===== config.mk =====
export PLATFORM = sky130hd
export DESIGN_NAME = johnson_seq_ctrl
export DESIGN_NICKNAME = d
export VERILOG_FILES = /design/src/rtl/johnson_pkg.sv /design/src/rtl/johnson_ring.sv /design/src/rtl/johnson_seq_ctrl.sv
export SDC_FILE = /design/constraint.sdc
export NUM_CORES = 1
export LEC_CHECK = 0
export CORE_ASPECT_RATIO = 0.5
export CORE_MARGIN = 3
export CORE_UTILIZATION = 30
export CTS_CLUSTER_DIAMETER = 40
export DETAILED_ROUTE_END_ITERATION = 16
export GPL_TIMING_DRIVEN = 0
export HOLD_SLACK_MARGIN = 0.1
export SYNTH_ARGS = -nofsm -noshare
export SYNTH_HDL_FRONTEND = slang
export SYNTH_SLANG_ARGS = --single-unit
export TNS_END_PERCENT = 1

===== constraint.sdc =====
create_clock -name clk -period 3.11 [get_ports clk]
set_input_delay 0.622 -clock clk [delete_from_list [all_inputs] [get_ports clk]]
set_output_delay 0.622 -clock clk [all_outputs]
set_load 0.01 [all_outputs]

===== src/rtl/johnson_pkg.sv =====
// Shared definitions for the Johnson (twisted-ring) sequence controller.
//
// Contents:
//   state_e        controller states IDLE / RUN / HALT
//   OP_*           command opcodes carried on cmd_op
//   MAXW           widest ring the helper functions support
//   johnson_next   ring value after one advance
//   johnson_phase  sequence index 0..2w-1 of a ring value
//   johnson_valid  1 when a value is a member of the rotation sequence
//
// The helper functions take the ring width as an argument. Ring values are
// zero-extended to MAXW bits so one function body serves every WIDTH.
package johnson_pkg;

  localparam int MAXW = 32;

  typedef enum logic [1:0] {
    IDLE = 2'd0,
    RUN  = 2'd1,
    HALT = 2'd2
  } state_e;

  localparam logic [1:0] OP_NOP  = 2'b00;
  localparam logic [1:0] OP_RUN  = 2'b01;
  localparam logic [1:0] OP_STEP = 2'b10;
  localparam logic [1:0] OP_STOP = 2'b11;

  // Shift right by one; the inverted last stage feeds the first stage (bit w-1).
  function automatic logic [MAXW-1:0] johnson_next(input int w, input logic [MAXW-1:0] r);
    logic [MAXW-1:0] n;
    n = '0;
    for (int i = 0; i < MAXW; i++) begin
      if (i == w - 1) n[i] = ~r[0];
      else if (i < w - 1) n[i] = r[i+1];
    end
    return n;
  endfunction

  // Filling half of the sequence has bit 0 clear, so the index is the number
  // of ones; the draining half has bit 0 set and counts down from 2w.
  function automatic int johnson_phase(input int w, input logic [MAXW-1:0] r);
    int pc;
    pc = 0;
    for (int i = 0; i < MAXW; i++) begin
      if (i < w) pc += int'(r[i]);
    end
    return r[0] ? (2 * w - pc) : pc;
  endfunction

  // Legal codes have their ones packed against the MSB or against the LSB
  // (all-zero and all-one satisfy both).
  function automatic logic johnson_valid(input int w, input logic [MAXW-1:0] r);
    int pc;
    logic [MAXW-1:0] hi;
    logic [MAXW-1:0] lo;
    pc = 0;
    hi = '0;
    lo = '0;
    for (int i = 0; i < MAXW; i++) begin
      if (i < w) pc += int'(r[i]);
    end
    for (int i = 0; i < MAXW; i++) begin
      if (i < w) begin
        hi[i] = (i >= w - pc);
        lo[i] = (i < pc);
      end
    end
    return (r == hi) || (r == lo);
  endfunction

endpackage


===== src/rtl/johnson_ring.sv =====
// Johnson ring register.
//
// Ports:
//   clk        rising-edge clock
//   clear      synchronous active-high reset, ring returns to all-zero
//   adv        advance the ring one position this cycle
//   load       replace the ring with load_data (wins over adv)
//   load_data  value written on load
//   ring       current ring state, bit WIDTH-1 is the first stage
//   wrap       this cycle's advance takes 0...01 back to all-zero
module johnson_ring
  import johnson_pkg::*;
#(
  parameter int WIDTH = 5
) (
  input  logic             clk,
  input  logic             clear,
  input  logic             adv,
  input  logic             load,
  input  logic [WIDTH-1:0] load_data,
  output logic [WIDTH-1:0] ring,
  output logic             wrap
);

  always_ff @(posedge clk) begin
    if (clear) begin
      ring <= '0;
    end else if (load) begin
      ring <= load_data;
    end else if (adv) begin
      ring <= WIDTH'(johnson_next(WIDTH, MAXW'(ring)));
    end
  end

  // A load replaces the advance, so it can never complete a rotation.
  assign wrap = adv & ~load & (ring == WIDTH'(1));

endmodule


===== src/rtl/johnson_seq_ctrl.sv =====
// Sequence controller for a WIDTH-stage Johnson counter.
//
// Ports:
//   clk         rising-edge clock
//   clear       synchronous active-high reset, overrides every other input
//   cmd_valid   command offered
//   cmd_ready   command accepted when cmd_valid & cmd_ready
//   cmd_op      OP_NOP / OP_RUN / OP_STEP / OP_STOP
//   cmd_cycles  rotation target for RUN, 0 means free-run
//   ring        Johnson state, bit WIDTH-1 is the first stage
//   phase       sequence index 0..2*WIDTH-1 of ring (combinational)
//   cycle_cnt   completed wraps since the last accepted RUN
//   busy        controller is not IDLE
//   done        one-cycle pulse on the first IDLE cycle after a run ends
//   dbg_state   current controller state (state_e encoding)
//   load_valid, load_data, illegal   only with JOHNSON_LOAD_EN defined:
//               direct ring load in IDLE; illegal is sticky on a bad code.
//
// Handshake: a command transfers on a rising edge where cmd_valid and
// cmd_ready are both high; cmd_ready depends only on the state (high in IDLE
// and RUN, low in HALT) and never on cmd_valid.
//
// Build option: JOHNSON_LOAD_EN adds the load port and the illegal flag.
module johnson_seq_ctrl
  import johnson_pkg::*;
#(
  parameter int WIDTH = 5,
  parameter int CYC_W = 8,
  parameter int PH_W  = $clog2(2 * WIDTH)
) (
  input  logic             clk,
  input  logic             clear,
  input  logic             cmd_valid,
  output logic             cmd_ready,
  input  logic [1:0]       cmd_op,
  input  logic [CYC_W-1:0] cmd_cycles,
`ifdef JOHNSON_LOAD_EN
  input  logic             load_valid,
  input  logic [WIDTH-1:0] load_data,
  output logic             illegal,
`endif
  output logic [WIDTH-1:0] ring,
  output logic [PH_W-1:0]  phase,
  output logic [CYC_W-1:0] cycle_cnt,
  output logic             busy,
  output logic             done,
  output logic [1:0]       dbg_state
);

  state_e           state;
  logic [CYC_W-1:0] target;
  logic             cmd_fire;
  logic             stop_fire;
  logic             step_fire;
  logic             adv;
  logic             wrap;
  logic             load_fire;
  logic [WIDTH-1:0] load_value;
  logic             target_hit;

`ifdef JOHNSON_LOAD_EN
  logic load_ok;
  assign load_ok    = johnson_valid(WIDTH, MAXW'(load_data));
  assign load_fire  = load_valid & (state == IDLE);
  assign load_value = load_ok ? load_data : '0;
`else
  assign load_fire  = 1'b0;
  assign load_value = '0;
`endif

  assign cmd_ready = (state == IDLE) | (state == RUN);
  assign cmd_fire  = cmd_valid & cmd_ready;
  assign stop_fire = cmd_fire & (cmd_op == OP_STOP);
  // A simultaneous load swallows the step; the command is still consumed.
  assign step_fire = cmd_fire & (state == IDLE) & (cmd_op == OP_STEP) & ~load_fire;
  assign adv       = (state != IDLE) | step_fire;

  assign target_hit = (target != '0) & wrap & (CYC_W'(cycle_cnt + 1'b1) == target);

  johnson_ring #(.WIDTH(WIDTH)) u_ring (
    .clk       (clk),
    .clear     (clear),
    .adv       (adv),
    .load      (load_fire),
    .load_data (load_value),
    .ring      (ring),
    .wrap      (wrap)
  );

  assign phase     = PH_W'(johnson_phase(WIDTH, MAXW'(ring)));
  assign busy      = (state != IDLE);
  assign dbg_state = state;

  always_ff @(posedge clk) begin
    if (clear) begin
      state     <= IDLE;
      target    <= '0;
      cycle_cnt <= '0;
      done      <= 1'b0;
`ifdef JOHNSON_LOAD_EN
      illegal   <= 1'b0;
`endif
    end else begin
      done <= 1'b0;
      // Wraps are counted in every state, including IDLE steps.
      if (wrap) cycle_cnt <= cycle_cnt + 1'b1;
      case (state)
        IDLE: begin
          if (cmd_fire && cmd_op == OP_RUN) begin
            target    <= cmd_cycles;
            cycle_cnt <= '0;
            state     <= RUN;
          end
        end
        RUN: begin
          // Target reached and STOP on the same wrap collapse to one done.
          if (target_hit || (stop_fire && wrap)) begin
            done  <= 1'b1;
            state <= IDLE;
          end else if (stop_fire) begin
            state <= HALT;
          end
        end
        HALT: begin
          if (wrap) begin
            done  <= 1'b1;
            state <= IDLE;
          end
        end
        default: state <= IDLE;
      endcase
`ifdef JOHNSON_LOAD_EN
      if (load_fire && !load_ok) illegal <= 1'b1;
`endif
    end
  end

endmodule


==> summary.md <==
| Metric | Value |
|---|---|
| Net switching fraction of the power | approximately 28% |
| Crit start category | register |
| Hold crit path type | register to register |
| Port Buffer Count | 33 |
| Clock power frac | between 30% and 40% |
| Cell with the most instances after synthesis | nand2_1 |
| Top Usage Layer GRT | met2 |
| Reg clk slew, reported paths | around 90 ps |
| Pins over their slew limit | 0 |
| Synth cell types | 41 |
| Top post-synthesis cells by area | dfxtp_1 (33%), nand2_1 (7.4%), ha_1 (6.8%) |
| Setup crit end kind | primary output |
| Top Ports | 35 |
| Violated checks | setup timing |
| Synthesized cell area | around 1500 um^2 |
| Largest net degree at the start of global routing | 15 |
| H-tree Lvls | 1 |
| EDFF count, synth | 0 |
| CTS root buffer | clkbuf_8 |
| WP data arrival | roughly 2500 ps |
| DRT Pass-1 Iters | 4 |
| CP Class | register to primary output |
| Met2 Use GR | 20.7% |
| Final hold vios | 0 |
| Vias | 1392 |
| Cell count after placement | around 280 |
| Row Count | 17 |
| HPWL after DPL | 2550 um |
| Mapped Cells | about 180 |
| Ys flop type | dfxtp_1 |
| Run status | complete, but fails checks |
| Fraction of layout cells with a size suffix above 1 | 12.1% |
| Global route overflow | 0 |
| Final Cycle Share | 101% |
| Floorplan die width | 105 um |
| All-layer global routing usage | 12.2% |
| RSZ-0062 raised after global routing | yes |
| Crit path max fanout | 2 |
| Post-route ant nets | 0 |
| Cell taking the most area after synthesis | dfxtp_1 |
| Vias in the first global route | roughly 1300 |
| Syn nets | between 200 and 250 |
| CP required | 2490 ps |
| Nets | around 250 |
| Final worst setup slack | -30.7 ps |
| Vert. Die Dim | roughly 56 um |
| P_sw | around 240 uW |
| GRT met1 Usage | between 10% and 20% |
| Rel. slew slack | between 40% and 50% |
| Lkg Pwr | slightly above 0.0007 uW |
| Final Setup Violations | 1 |
| WHS | around 500 ps |
| Iter 0 DRT Violations | 32 |
| Die area | 5840 um^2 |
| Antenna diodes | 0 |
| Routed vias/inst | 4.82 |
| Grt met3 use | ~3.2% |
| Worst Tran Pin Value | 763 ps |
| PD cells | approximately 430 nW/um^2 |
| Area grow syn2layout | 35.2% |
| Initial antenna violation count | 0 |
| Peak Freq | ~0.32 GHz |
| Avg Cell Area, Syn | a little over 8 um^2 |
| Final Skew | 3.81 ps |
| Clk buf depth | 2 |
| Post-Route WL | roughly 3300 um |
| Post-synthesis async set-or-reset flop share | 0% |
| Flop pwr share | 40.2% |
| CTS tree | yes |
| Comb power frac | around 28% |
| Core area | approximately 4600 um^2 |
| Layout Cells excl Fill | around 290 |
| Initial Util | roughly a third |
| Skew-Pair Late Insertion Delay | between 200 and 300 ps |
| Warnings, synthesis | 0 |
| Minimum clock period after layout | ~3100 ps |
| First-pass GRT wire length | 6000 um |
| GP Congestion | 0.870 |
| Num CTS Buffers | 3 |
| DR WL/cell | about 12 um |
| Max_cap viols | 0 |
| Total DRC errors in the routed layout | 0 |
| Worst VDD drop | roughly 0.00017 V |
| Yosys top cell area share | about a third |
| Sequential-to-total area share from yosys stat | between 30% and 40% |
| #FFs+latches synth | 24 |
| Int Pwr | 614 uW |
| Clock sink count | 24 |
| Commonest cells in the synthesized netlist | nand2_1 (29), dfxtp_1 (24), a21oi_1 (16), nor2_1 (16), inv_1 (12) |
-- per-layer routing --
layer	part of all wire, %	wire length (um)
met4	0.60	20
met3	3.5	115
met5	0	0
met1	48	1590
met2	48	1600
-- area by class of cell --
type	count	area, um^2
flip-flops and latches	24	489
inverters	12	45.0
clock inverters	1	30.0
fillers	468	2580
repair buffers	36	350
clock buffers	3	41.3
plain buffers	8	33.8
well taps	66	82.6
multi-input cells	139	921
-- cell families (layout without fill, tap and decap cells) --
kind of cell	after synthesis	in the layout	synth area share, %
muxes	3	3	2.12
and+or+nand+nor	77	77	26.0
AOI/OAI and AO/OA	35	35	15.4
buffers and inverters	20	60	5.35
DFF	24	24	32.6
adders and majority gates	11	11	10.9
xor gates and xnor gates	13	13	7.73
-- worst max-delay path, cell delays in order (launching register included) --
cell	delay [ps]
dfxtp_4	360
inv_2	30
fa_1	480
fa_2	560
fa_1	420
mux2_4	270
buf_6	120
-- layout by cell type, fill, tap and decap left out, types with 2 or more instances in the layout --
cell	Yosys	final
or3_1	3	3
dfxtp_1	24	21
nor2_1	16	16
clkbuf_8	0	3
o21ai_0	5	5
nand3b_1	4	4
fa_1	3	2
nor4_1	2	2
inv_2	0	2
xor2_1	6	6
nand3_1	7	7
o211ai_1	2	2
dfxtp_4	0	2
nand2b_1	5	5
a211oi_1	2	2
nand4_1	2	2
inv_1	12	10
mux2i_1	2	2
clkbuf_1	4	4
a21oi_1	16	16
clkdlybuf4s50_1	0	30
xnor2_1	7	7
nor3_1	2	2
buf_2	3	4
ha_1	8	8
nand2_1	29	29
buf_4	0	3
-- state kept, by name, indices dropped and copies added (netlist names) --
| register | flops |
|---|---|
| cycle_cnt | 8 |
| target | 8 |
| u_ring.ring | 5 |
| dbg_state | 2 |
| done | 1 |
-- power groups by stage --
stage                     Sequential, uW  Combinational (uW)  Clock [uW]
after floorplan                      353                 128           0
after global placement               352                 223           0
after detailed placement             352                 227           0
after CTS                            344                 237         286
after global routing                 348                 261         301
final                                343                 235         277
-- timing repair --
action / CTS / global route
pin swaps: 3 / 2
buffers inserted: 3 / 0
gates cloned: 0 / 0
hold buffers: 0 / 0
endpoints found under the setup margin: 4 / 3
resized for setup: 21 / 0
-- worst paths after layout --
kind,start,endpoint,slack (ps),cells after the start
min reg2reg,target[0],target[0],490,2
min,target[0],target[0],490,2
max reg2reg,u_ring.ring[0],dbg_state[0],780,8
max,u_ring.ring[3],phase[1],-30,6
-- per-stage QoR --
stage               worst slack [ps]  TNS, ps  power (uW)  area, um^2  util, %
finish                         -30.7    -30.7         855        1990     43.6
global route                   -91.8     -152         910        1990     43.6
CTS                            -78.7    -87.8         867        1990     43.6
detailed placement              -347     -831         579        1890     41.3
global placement                -326     -809         575        1890     41.3
floorplan                        143        0         481        1470        -
(Power assumes the default switching activity.)
